`src/rtl/meas_pkg.sv`:
```
// rtl/meas_pkg.sv - shared FSM encoding, result-word field offsets and helpers for meas_sequencer
package meas_pkg;

    typedef enum logic [2:0] {
        ST_IDLE,
        ST_SETTLE,
        ST_WAIT_RDY,
        ST_AUTOZERO,
        ST_INTEGRATE,
        ST_DEINT,
        ST_STORE,
        ST_NEXT
    } meas_state_e;

    localparam int CNT_LSB = 0;

    function automatic int sign_bit(input int cnt_w);
        return cnt_w;
    endfunction

    function automatic int err_bit(input int cnt_w);
        return cnt_w + 1;
    endfunction

    function automatic int vld_bit(input int cnt_w);
        return cnt_w + 2;
    endfunction

    function automatic int max3(input int a, input int b, input int c);
        int m;
        m = (a > b) ? a : b;
        return (m > c) ? m : c;
    endfunction

endpackage

```
`src/rtl/meas_sequencer_if.sv`:
```
// rtl/meas_sequencer_if.sv - AFE control and comparator bundle between sequencer (master) and front end
interface meas_sequencer_if #(
    parameter int NUM_CH = 4
);
    localparam int CH_W = (NUM_CH > 1) ? $clog2(NUM_CH) : 1;

    logic [CH_W-1:0] afe_sel_o;
    logic            mode_sel_o;
    logic            ref_sign_o;
    logic            afe_reset_o;
    logic            comp_i;
    logic            analog_ready_i;

    modport master (
        output afe_sel_o, mode_sel_o, ref_sign_o, afe_reset_o,
        input  comp_i, analog_ready_i
    );

    modport slave (
        input  afe_sel_o, mode_sel_o, ref_sign_o, afe_reset_o,
        output comp_i, analog_ready_i
    );
endinterface

```
`src/rtl/meas_timer.sv`:
```
// rtl/meas_timer.sv - loadable down-counter with zero flag for settle/auto-zero/integrate intervals
module meas_timer #(
    parameter int W = 10
) (
    input  logic         i_clk,
    input  logic         i_rst,
    input  logic         i_load,
    input  logic [W-1:0] i_load_val,
    input  logic         i_en,
    output logic         o_zero
);
    logic [W-1:0] r_cnt;

    always_ff @(posedge i_clk) begin
        if (i_rst) begin
            r_cnt <= '0;
        end else if (i_load) begin
            r_cnt <= i_load_val;
        end else if (i_en && r_cnt != '0) begin
            r_cnt <= r_cnt - 1'b1;
        end
    end

    assign o_zero = (r_cnt == '0);
endmodule

```
`src/rtl/meas_sequencer.sv`:
```
// rtl/meas_sequencer.sv - multi-channel dual-slope conversion sequencer with result bank and irq
// Optional MEAS_AVG_EN: average 2**AVG_LOG2 conversions per channel.
module meas_sequencer
    import meas_pkg::*;
#(
    parameter int NUM_CH      = 4,
    parameter int CNT_W       = 16,
    parameter int T_SETTLE    = 16,
    parameter int T_AZ        = 256,
    parameter int T_INT       = 1000,
    parameter int T_DEINT_MAX = 2000,
    parameter int AVG_LOG2    = 2,
    localparam int CH_W       = (NUM_CH > 1) ? $clog2(NUM_CH) : 1
) (
    input  logic              clk_i,
    input  logic              rst_i,
    input  logic              start_i,
    input  logic              continuous_i,
    input  logic [NUM_CH-1:0] chan_mask_i,
    input  logic              irq_ack_i,
    input  logic [CH_W-1:0]   rd_addr_i,
    output logic              busy_o,
    output logic              done_o,
    output logic              irq_o,
    output logic              range_error_o,
    output logic [CNT_W+2:0]  rd_data_o,
    meas_sequencer_if.master  afe
);
`ifdef MEAS_AVG_EN
    localparam int AVG_SH = AVG_LOG2;
`else
    localparam int AVG_SH = AVG_LOG2 * 0;
`endif
    localparam int ACC_W    = CNT_W + AVG_SH;
    localparam int CONV_W   = (AVG_SH > 0) ? AVG_SH : 1;
    localparam int AVG_N    = 1 << AVG_SH;
    localparam int RD_W     = CNT_W + 3;
    localparam int VLD_BIT  = vld_bit(CNT_W);
    localparam int TMR_W    = $clog2(max3(T_SETTLE, T_AZ, T_INT) + 1);

    meas_state_e       r_state, w_next;
    logic [NUM_CH-1:0] r_mask;
    logic [CH_W-1:0]   r_ch, w_first_ch, w_next_ch;
    logic              w_has_first, w_has_next;
    logic              r_busy, r_done, r_irq, r_rerr, r_pol, r_err;
    logic [CNT_W-1:0]  r_dcnt, w_conv_cnt, w_store_cnt;
    logic              w_flip, w_timeout, w_conv_err, w_deint_done, w_last_conv;
    logic [ACC_W-1:0]  r_acc;
    logic [CONV_W-1:0] r_conv;
    logic [RD_W-1:0]   r_bank [NUM_CH];
    logic [RD_W-1:0]   r_rd;
    logic              w_tmr_load, w_tmr_en, w_tmr_zero;
    logic [TMR_W-1:0]  w_tmr_val;
    logic              w_scan_start, w_scan_end;

    meas_timer #(.W(TMR_W)) u_timer (
        .i_clk      (clk_i),
        .i_rst      (rst_i),
        .i_load     (w_tmr_load),
        .i_load_val (w_tmr_val),
        .i_en       (w_tmr_en),
        .o_zero     (w_tmr_zero)
    );

    // Descending scan leaves the lowest matching index in the result.
    always_comb begin
        w_first_ch  = '0;
        w_has_first = 1'b0;
        w_next_ch   = '0;
        w_has_next  = 1'b0;
        for (int i = NUM_CH - 1; i >= 0; i--) begin
            if (chan_mask_i[i]) begin
                w_first_ch  = CH_W'(i);
                w_has_first = 1'b1;
            end
            if (r_mask[i] && i > int'(r_ch)) begin
                w_next_ch  = CH_W'(i);
                w_has_next = 1'b1;
            end
        end
    end

    assign w_flip       = (afe.comp_i != r_pol);
    assign w_timeout    = (r_dcnt == CNT_W'(T_DEINT_MAX - 1));
    assign w_deint_done = (r_state == ST_DEINT) && (w_flip || w_timeout);
    assign w_conv_err   = !w_flip && w_timeout;
    assign w_conv_cnt   = w_flip ? r_dcnt : '1;
    assign w_last_conv  = (r_conv == CONV_W'(AVG_N - 1));
    assign w_store_cnt  = r_err ? '1 : r_acc[ACC_W-1:AVG_SH];

    assign w_scan_end   = (r_state == ST_NEXT) && !w_has_next;
    assign w_scan_start = ((r_state == ST_IDLE) && start_i && w_has_first) ||
                          (w_scan_end && continuous_i && w_has_first);

    always_comb begin
        w_next     = r_state;
        w_tmr_en   = 1'b0;
        w_tmr_load = 1'b0;
        w_tmr_val  = '0;
        case (r_state)
            ST_IDLE:      if (start_i && w_has_first) w_next = ST_SETTLE;
            ST_SETTLE:    if (w_tmr_zero) w_next = ST_WAIT_RDY; else w_tmr_en = 1'b1;
            ST_WAIT_RDY:  if (afe.analog_ready_i) w_next = ST_AUTOZERO;
            ST_AUTOZERO:  if (w_tmr_zero) w_next = ST_INTEGRATE; else w_tmr_en = 1'b1;
            ST_INTEGRATE: if (w_tmr_zero) w_next = ST_DEINT; else w_tmr_en = 1'b1;
            ST_DEINT:     if (w_deint_done) w_next = w_last_conv ? ST_STORE : ST_AUTOZERO;
            ST_STORE:     w_next = ST_NEXT;
            ST_NEXT:      w_next = (w_has_next || (continuous_i && w_has_first)) ? ST_SETTLE : ST_IDLE;
            default:      w_next = ST_IDLE;
        endcase
        if (w_next != r_state) begin
            case (w_next)
                ST_SETTLE:    begin w_tmr_load = 1'b1; w_tmr_val = TMR_W'(T_SETTLE - 1); end
                ST_AUTOZERO:  begin w_tmr_load = 1'b1; w_tmr_val = TMR_W'(T_AZ - 1);     end
                ST_INTEGRATE: begin w_tmr_load = 1'b1; w_tmr_val = TMR_W'(T_INT - 1);    end
                default:      ;
            endcase
        end
    end

    always_ff @(posedge clk_i) begin
        if (rst_i) r_state <= ST_IDLE;
        else       r_state <= w_next;
    end

    always_ff @(posedge clk_i) begin
        if (rst_i) begin
            r_mask <= '0;
            r_ch   <= '0;
            r_busy <= 1'b0;
            r_done <= 1'b0;
            r_irq  <= 1'b0;
            r_rerr <= 1'b0;
            r_pol  <= 1'b0;
            r_err  <= 1'b0;
            r_dcnt <= '0;
            r_acc  <= '0;
            r_conv <= '0;
            r_rd   <= '0;
            for (int i = 0; i < NUM_CH; i++) r_bank[i] <= '0;
        end else begin
            r_done <= w_scan_end;
            // An ack landing in the done_o cycle must not swallow the new interrupt.
            if (w_scan_end)                  r_irq <= 1'b1;
            else if (irq_ack_i && !r_done)   r_irq <= 1'b0;

            if (w_scan_start) begin
                r_mask <= chan_mask_i;
                r_ch   <= w_first_ch;
                r_busy <= 1'b1;
                r_rerr <= 1'b0;
                for (int i = 0; i < NUM_CH; i++)
                    if (chan_mask_i[i]) r_bank[i][VLD_BIT] <= 1'b0;
            end else if (w_scan_end) begin
                r_busy <= 1'b0;
            end else if (r_state == ST_NEXT) begin
                r_ch <= w_next_ch;
            end

            case (r_state)
                ST_SETTLE: begin
                    r_acc  <= '0;
                    r_err  <= 1'b0;
                    r_conv <= '0;
                end
                ST_INTEGRATE: begin
                    r_dcnt <= '0;
                    if (w_tmr_zero) r_pol <= afe.comp_i;
                end
                ST_DEINT: begin
                    if (w_deint_done) begin
                        r_acc  <= r_acc + ACC_W'(w_conv_cnt);
                        r_err  <= r_err | w_conv_err;
                        r_conv <= r_conv + 1'b1;
                        r_dcnt <= '0;
                    end else begin
                        r_dcnt <= r_dcnt + 1'b1;
                    end
                end
                ST_STORE: begin
                    r_bank[r_ch] <= {1'b1, r_err, r_pol, w_store_cnt};
                    if (r_err) r_rerr <= 1'b1;
                end
                default: ;
            endcase

            r_rd <= (int'(rd_addr_i) < NUM_CH) ? r_bank[rd_addr_i] : '0;
        end
    end

    assign busy_o          = r_busy;
    assign done_o          = r_done;
    assign irq_o           = r_irq;
    assign range_error_o   = r_rerr;
    assign rd_data_o       = r_rd;
    assign afe.afe_sel_o   = r_ch;
    assign afe.mode_sel_o  = (r_state == ST_DEINT);
    assign afe.ref_sign_o  = r_pol;
    assign afe.afe_reset_o = (r_state == ST_AUTOZERO);
endmodule

```
`src/flat_wrapper.sv`:
```
// flat-port wrapper written by rule: the top's interface ports become plain ports
module meas_sequencer_flat import meas_pkg::*;
#(
    parameter int NUM_CH      = 4,
    parameter int CNT_W       = 16,
    parameter int T_SETTLE    = 16,
    parameter int T_AZ        = 256,
    parameter int T_INT       = 1000,
    parameter int T_DEINT_MAX = 2000,
    parameter int AVG_LOG2    = 2,
    localparam int CH_W       = (NUM_CH > 1) ? $clog2(NUM_CH) : 1
)
  (clk_i, rst_i, start_i, continuous_i, chan_mask_i, irq_ack_i, rd_addr_i, busy_o, done_o, irq_o, range_error_o, rd_data_o, afe_afe_sel_o, afe_mode_sel_o, afe_ref_sign_o, afe_afe_reset_o, afe_comp_i, afe_analog_ready_i);
  meas_sequencer_if #(.NUM_CH(NUM_CH)) afe_i ();
  input  logic clk_i;
  input  logic rst_i;
  input  logic start_i;
  input  logic continuous_i;
  input  logic [NUM_CH-1:0] chan_mask_i;
  input  logic irq_ack_i;
  input  logic [CH_W-1:0] rd_addr_i;
  output logic busy_o;
  output logic done_o;
  output logic irq_o;
  output logic range_error_o;
  output logic [CNT_W+2:0] rd_data_o;
  output wire logic [$bits(afe_i.afe_sel_o)-1:0] afe_afe_sel_o;
  output wire logic [$bits(afe_i.mode_sel_o)-1:0] afe_mode_sel_o;
  output wire logic [$bits(afe_i.ref_sign_o)-1:0] afe_ref_sign_o;
  output wire logic [$bits(afe_i.afe_reset_o)-1:0] afe_afe_reset_o;
  input wire logic [$bits(afe_i.comp_i)-1:0] afe_comp_i;
  input wire logic [$bits(afe_i.analog_ready_i)-1:0] afe_analog_ready_i;
  assign afe_afe_sel_o = afe_i.afe_sel_o;
  assign afe_mode_sel_o = afe_i.mode_sel_o;
  assign afe_ref_sign_o = afe_i.ref_sign_o;
  assign afe_afe_reset_o = afe_i.afe_reset_o;
  assign afe_i.comp_i = afe_comp_i;
  assign afe_i.analog_ready_i = afe_analog_ready_i;
  meas_sequencer #(.NUM_CH(NUM_CH), .CNT_W(CNT_W), .T_SETTLE(T_SETTLE), .T_AZ(T_AZ), .T_INT(T_INT), .T_DEINT_MAX(T_DEINT_MAX), .AVG_LOG2(AVG_LOG2)) u_core (.clk_i(clk_i), .rst_i(rst_i), .start_i(start_i), .continuous_i(continuous_i), .chan_mask_i(chan_mask_i), .irq_ack_i(irq_ack_i), .rd_addr_i(rd_addr_i), .busy_o(busy_o), .done_o(done_o), .irq_o(irq_o), .range_error_o(range_error_o), .rd_data_o(rd_data_o), .afe(afe_i));
endmodule
```
`config.mk`:
```
export PLATFORM = sky130hd
export DESIGN_NAME = meas_sequencer_flat
export DESIGN_NICKNAME = d
export VERILOG_FILES = /design/src/rtl/meas_pkg.sv /design/src/rtl/meas_sequencer_if.sv /design/src/rtl/meas_timer.sv /design/src/rtl/meas_sequencer.sv /design/src/flat_wrapper.sv
export SDC_FILE = /design/constraint.sdc
export NUM_CORES = 1
export LEC_CHECK = 0
export CORE_AREA = 2 2 115 117
export CTS_BUF_LIST = sky130_fd_sc_hd__clkbuf_16
export DETAILED_ROUTE_END_ITERATION = 10
export DIE_AREA = 0 0 117 119
export PLACE_DENSITY = 0.87
export SYNTH_ARGS = -nofsm -noshare
export SYNTH_HDL_FRONTEND = slang
export SYNTH_SLANG_ARGS = --single-unit
```
`constraint.sdc`:
```
create_clock -name clk_i -period 3.75 [get_ports clk_i]
set_clock_uncertainty 0.2 [all_clocks]
set_input_delay 0.5625 -clock clk_i [delete_from_list [all_inputs] [get_ports clk_i]]
set_output_delay 0.5625 -clock clk_i [all_outputs]
set_load 0.02 [all_outputs]
```
# ---- Yosys cells after proc, flatten, opt, wreduce, memory -nomap -nowiden
# Memories as Yosys holds them, arrays and structs flattened. A register that Yosys moved wholly into a read port is not among the register bits.
# Index checks and enable logic that the tools add are counted.
dict set report word_totals {
  ram_bits 76
  memories 1
  ff_bits 58
  in_bits 13
  out_inout_bits 28
  elab_cells 154
}
# name words word_bits read_ports rd_clocked_by_memory_dff write_ports line
set memory_table {}
lappend memory_table {u_core.r_bank 4 19 1 1 4 meas_sequencer.sv:50} ;# logic [RD_W-1:0] r_bank [NUM_CH];
dict set report classes {
  mux 78
  n_eq_ne 15
  magnitude_cmp 3
  addsub 4
  bitwise 5
  n_reduce_logical 35
}
# cell count
set op_table {}
lappend op_table {{$mux W16} 4}
lappend op_table {{$pmux W16 S2} 2}
lappend op_table {{$mux W1} 45}
lappend op_table {{$mux W10} 3}
lappend op_table {{$pmux W10 S3} 1}
lappend op_table {{$mux W2} 12}
lappend op_table {{$pmux W3 S8} 1}
lappend op_table {{$mux W3} 7}
lappend op_table {{$mux W19} 1}
lappend op_table {{$reduce_or A19 Y1} 1}
lappend op_table {{$add A16 B1 Y16 const B} 1}
lappend op_table {{$add A16 B16 Y16} 1}
lappend op_table {{$eq A16 B11 Y1 const B} 1}
lappend op_table {{$eq A3 B3 Y1 const B} 5}
lappend op_table {{$logic_and A1 B1 Y1} 14}
lappend op_table {{$reduce_bool A2 Y1} 6}
lappend op_table {{$logic_not A10 Y1} 1}
lappend op_table {{$reduce_bool A10 Y1} 1}
lappend op_table {{$sub A10 B1 Y10 const B} 1}
lappend op_table {{$eq A3 B2 Y1 const B} 3}
lappend op_table {{$eq A3 B1 Y1 const B} 2}
lappend op_table {{$reduce_and A2 Y1} 3}
lappend op_table {{$reduce_or A3 Y1} 2}
lappend op_table {{$or A1 B1 Y1} 5}
lappend op_table {{10 further kinds} 17}

# ---- Logic depth before layout (Yosys ltp)
dict set report depth {
  word_depth 15
  mapped_depth 13
}

# ---- Hierarchy
# Synthesis repeated with hierarchy kept, for this count alone.
dict set report hier_totals {
  hier_cells 732
  hier_area_um2 7359.6
}
# mod area_per_inst_um2 instances cells_per_inst
set modules_own_cells {}
lappend modules_own_cells {meas_sequencer 6707.7 1 656}
lappend modules_own_cells {meas_timer 651.9 1 76}

# ---- Least setup slack after synthesis
# Ideal clock, no wire load.
dict set report synth_timing {
  path_kind {input to register}
  startpoint {input port afe_comp_i}
  endpoint {register u_core.r_acc[15]}
  cell_stages 10
  slack_ps 368
  n_path_buf 2
  arrival_ps 3059
  setup_time_ps 123
  cell_sequence {xor2_1 > clkbuf_1 > nand2b_1 > ha_1 > clkbuf_1 > a2111oi_0 > nor4_1 > a311o_1 > nor3_1 > a31oi_1}
}
dict set report synth_between {
  elab_chain_len 5
  word_cells_on_any_way 9
}
# element line
set synth_lines {}
lappend synth_lines {{start, declared} flat_wrapper.sv:31} ;# input wire logic [$bits(afe_i.comp_i)-1:0] afe_comp_i;
lappend synth_lines {{$ne A1 B1 Y1 *} meas_sequencer.sv:83} ;# assign w_flip = (afe.comp_i != r_pol);
lappend synth_lines {{$mux W16 or $logic_or A1 B1 Y1 (tied branches)} {meas_sequencer.sv:87, meas_sequencer.sv:85}}
lappend synth_lines {{$add A16 B16 Y16 or $logic_and A1 B1 Y1 (tied branches)} {meas_sequencer.sv:172, meas_sequencer.sv:85}}
lappend synth_lines {{$mux W16 or $ne A2 B1 Y1 (tied branches)} -}
lappend synth_lines {{$pmux W16 S2 or $reduce_and A2 Y1 (tied branches)} -}
lappend synth_lines {{end signal, assigned} meas_sequencer.sv:172} ;# r_acc <= r_acc + ACC_W'(w_conv_cnt);
lappend synth_lines {{end, declared} meas_sequencer.sv:48} ;# logic [ACC_W-1:0] r_acc;
# Mark *: on every way between the ends. The rest lies on a longest branch, timed or not. The select of a mux whose other input is x is not followed.
# A chain may end at the register's enable or synchronous reset.

# ---- Worst setup path after layout
dict set report layout_timing {
  startpoint {input port afe_comp_i}
  endpoint {register u_core.r_acc[12]}
}
# The elaborated chain is that of the path after synthesis.

==> impl_results.md <==
* Hold Buf Count CTS at 0
* Switching Power at 1.05 mW
* #FFs+latches synth at 152
* Outcome: finished, final reports clean
* Post-synth cell types at 70
* Post-CTS Setup Inserts at 0
* Layout area overhead at 16.3%
* Clk pin slew, worst setup/hold paths at 0.06 ns
* Slew headroom at 38.9%
* Post-layout power at 4.13 mW
* Final ANT Viol Nets at 0
* Total wire length at approximately 17 mm
* CP max-delay cell: clkdlybuf4s50_1
* Syn Nets at 775
* Pint at 3.08 mW
* Synth Warn # at 0
* Gpl congestion at 0.925
* Crit Path Class: in -> reg
* Synthesized area at 7440 um^2
* Clk Latency, worst-skew pair at between 0.4 and 0.5 ns
* HP Class: reg -> reg
* Footprint of the multi-input gates at roughly 3500 um^2
* Vias/cell at 6.02
* # diodes at 0
* P_leak at 3.13 nW
* Core Area at ~13000 um^2
* Synth area leader: edfxtp_1
* Vias in the first global route at 5749
* Tcrit/Tclk final at 91.4%
* Synth area leaders: edfxtp_1 (29%), dfxtp_1 (22%), nor2_1 (7.5%)
* Sw frac at between 20% and 30%
* Peak supply drop at 0.000293 V
* Post-synth EDFFs at 72
* Top Ports at between 40 and 50
* Seq. cell area at 3760 um^2
* WP data required at 3.86 ns
* Post-synth top flop: dfxtp_1
* DP HPWL at 11.5 mm
* FFs w/ async S/R, synth at 0%
* RSZ-0062 raised after global routing: no
* Chip height at 119 um
* Hold_ws at 0.267 ns
* Initial DRT Pass Iterations at 5
* First-pass GRT wire length at 27.5 mm
* Die Wd at between 100 and 150 um
* Setup violations, final at 0
* Seq pwr share at 45.5%
* Share of cells above drive strength 1 at approximately a tenth
* Drt initial violations at 425
* Slowest stage delay, CP at between 0.5 and 0.6 ns
* H-tree Lvls at 4
* Sequential cell area fraction in the yosys report at just over 50%
* Post-synthesis instance total at 744
* Final Hold Viols at 0
* Vias at 5886
* GRT Overall Usage at 25.4%
* Crit path DAT at 3.54 ns
* Initial core utilization at 57.8%
* Crit Path Max Fanout at 9
* Max cap viols at 0
* FMAX at 292 MHz
* Min Clock Period, post-route at 3.43 ns
* Mean Syn Cell Area at between 9 and 10 um^2
* Comb pwr share at 13.3%
* WL per Instance at 17.5 um
* DRC viols at 0
* Die area at 13900 um^2
* Clk network pwr share at 41.2%
* Site Rows at 42
* Clk buf depth at 2
* Filler instances at 946
* Final nets at around 820
* CP startpoint kind: input port
* Fin. max-slew vios at 0
* CTS tree: done
* PwrDens at 477 nW/um^2
* Initial antenna violation count at 0
* Post-cts gate resize count at 0
* GRT Residual Overflow at 0
* Area share of the largest cell type after synthesis at between 20% and 30%
* PortBufs at 40
* Num CTS Buffers at 17
* Setup crit end kind: flip-flop
* Clock Sink Count at 152
* Maximum number of pins on one net before global-route repair at 25
* Worst path cell trace: clkdlybuf4s50_1 > xor2_1 > buf_4 > nand2b_1 > ha_1 > inv_1 > fa_1 > nor2b_1 > o21ai_1 > a21boi_1 > o41ai_2 > buf_4 > o211ai_1 > a21oi_1 > xor2_1 > o21ai_0
* Worst Max-Slew Pin Slew at 0.915 ns
* Root Buffer: clkbuf_16
[cells by family after synthesis]
logic type	synth area share, %
AND/OR/NAND/NOR	21.7
AO/OA/AOI/OAI	13.1
multiplexers	6.36
adder cells (fa/ha/maj)	3.13
buffers and inverters	3.04
XOR/XNOR	2.00
flip-flops	50.6
[power groups by stage]
stage / registers, mW / logic, mW / clock network (mW)
after floorplan: 1.91 / 0.394 / 0
after global placement: 1.91 / 0.512 / 0
after detailed placement: 1.91 / 0.536 / 0
after CTS: 1.88 / 0.544 / 1.71
after global routing: 1.89 / 0.602 / 1.78
final: 1.88 / 0.549 / 1.70
[final cells by class]
type | count | share of cell area, %
Tap cell | 176 | 2.54
Sequential cell | 152 | 43.5
Clock inverter | 15 | 1.85
Multi-Input combinational cell | 535 | 39.9
Clock buffer | 17 | 4.92
Inverter | 22 | 0.954
Timing Repair Buffer | 60 | 6.30
[cell usage in the layout, fill, tap and decap left out, drive strengths merged, types with 3 or more instances in the layout]
master | Yosys | routed
and2 | 25 | 25
clkdlybuf4s50 | 0 | 39
edfxtp | 72 | 72
xor2 | 7 | 7
ha | 17 | 17
clkinv | 0 | 8
nand3b | 9 | 9
mux2i | 3 | 3
nand2 | 53 | 53
a21oi | 40 | 40
nor2b | 11 | 11
or3 | 3 | 3
nor4 | 6 | 6
mux4 | 19 | 19
o21bai | 3 | 3
dfxtp | 80 | 80
clkbuf | 29 | 17
a22oi | 12 | 12
nor2 | 149 | 149
and4 | 3 | 3
o211ai | 6 | 6
bufinv | 0 | 3
a211oi | 6 | 6
buf | 6 | 21
o21ai | 31 | 31
o21a | 5 | 5
inv | 22 | 25
nand2b | 19 | 19
a311oi | 4 | 4
and3 | 13 | 13
a31oi | 9 | 9
nor3 | 19 | 19
xnor2 | 10 | 10
nand3 | 13 | 13
[cell usage after synthesis (19+ instances only)]
cell	count
o21ai_0	31
nor2_1	149
inv_1	22
and2_1	24
dfxtp_1	80
mux4_2	19
a21oi_1	39
nand2_1	53
edfxtp_1	72
clkbuf_1	29
nand2b_1	19
[state kept, by name, summed over array words and instances, names as in the netlist]
register / cells
u_core.u_timer.r_cnt: 10
u_core.r_acc: 16
u_core.afe.ref_sign_o: 1
u_core.r_conv: 1
u_core.done_o: 1
u_core.afe.afe_sel_o: 2
u_core.r_mask: 3
u_core.r_err: 1
u_core.r_dcnt: 16
u_core.range_error_o: 1
u_core.irq_o: 1
u_core.r_bank: 76
u_core.r_state: 3
u_core.rd_data_o: 19
u_core.busy_o: 1
[per-layer routing]
layer	global-route usage, %	wire length, um	part of all wire, %
met1	30.4	6930	41
met2	44.7	9040	53
met3	5.34	848	5.0
met4	8.68	256	1.5
met5	0	0	0
[critical path, delay by kind of cell]
family	cells	cell delay (ns)
AO/OA/AOI/OAI	6	1.08
buffers and inverters	4	1.02
XOR/XNOR	2	0.32
adder cells (fa/ha/maj)	2	0.43
AND/OR/NAND/NOR	2	0.12
[through the flow]
step	area (um^2)	setup WS, ns	cells	setup TNS, ns	util, %
2_1_floorplan	7440	0.368	744	0	-
3_5_place_dp	8060	-0.0668	945	-0.118	62.6
5_1_grt	8650	0.0695	977	0	67.2
6_report	8650	0.323	977	0	67.2
4_1_cts	8650	0.251	977	0	67.2
3_3_place_gp	8060	0.0396	945	0	62.6
[final timing paths]
| check | slack, ns | from | to | cells past startpoint |
|---|---|---|---|---|
| worst max-delay path | 0.32 | afe_comp_i | u_core.r_acc[12] | 16 |
| worst min-delay path | 0.27 | u_core.r_bank[1][18] | u_core.r_bank[1][18] | 2 |
| worst max register to register | 0.52 | u_core.afe.ref_sign_o | u_core.r_acc[12] | 15 |
| worst min register to register | 0.27 | u_core.r_bank[1][18] | u_core.r_bank[1][18] | 2 |
(Power assumes the default switching activity.)
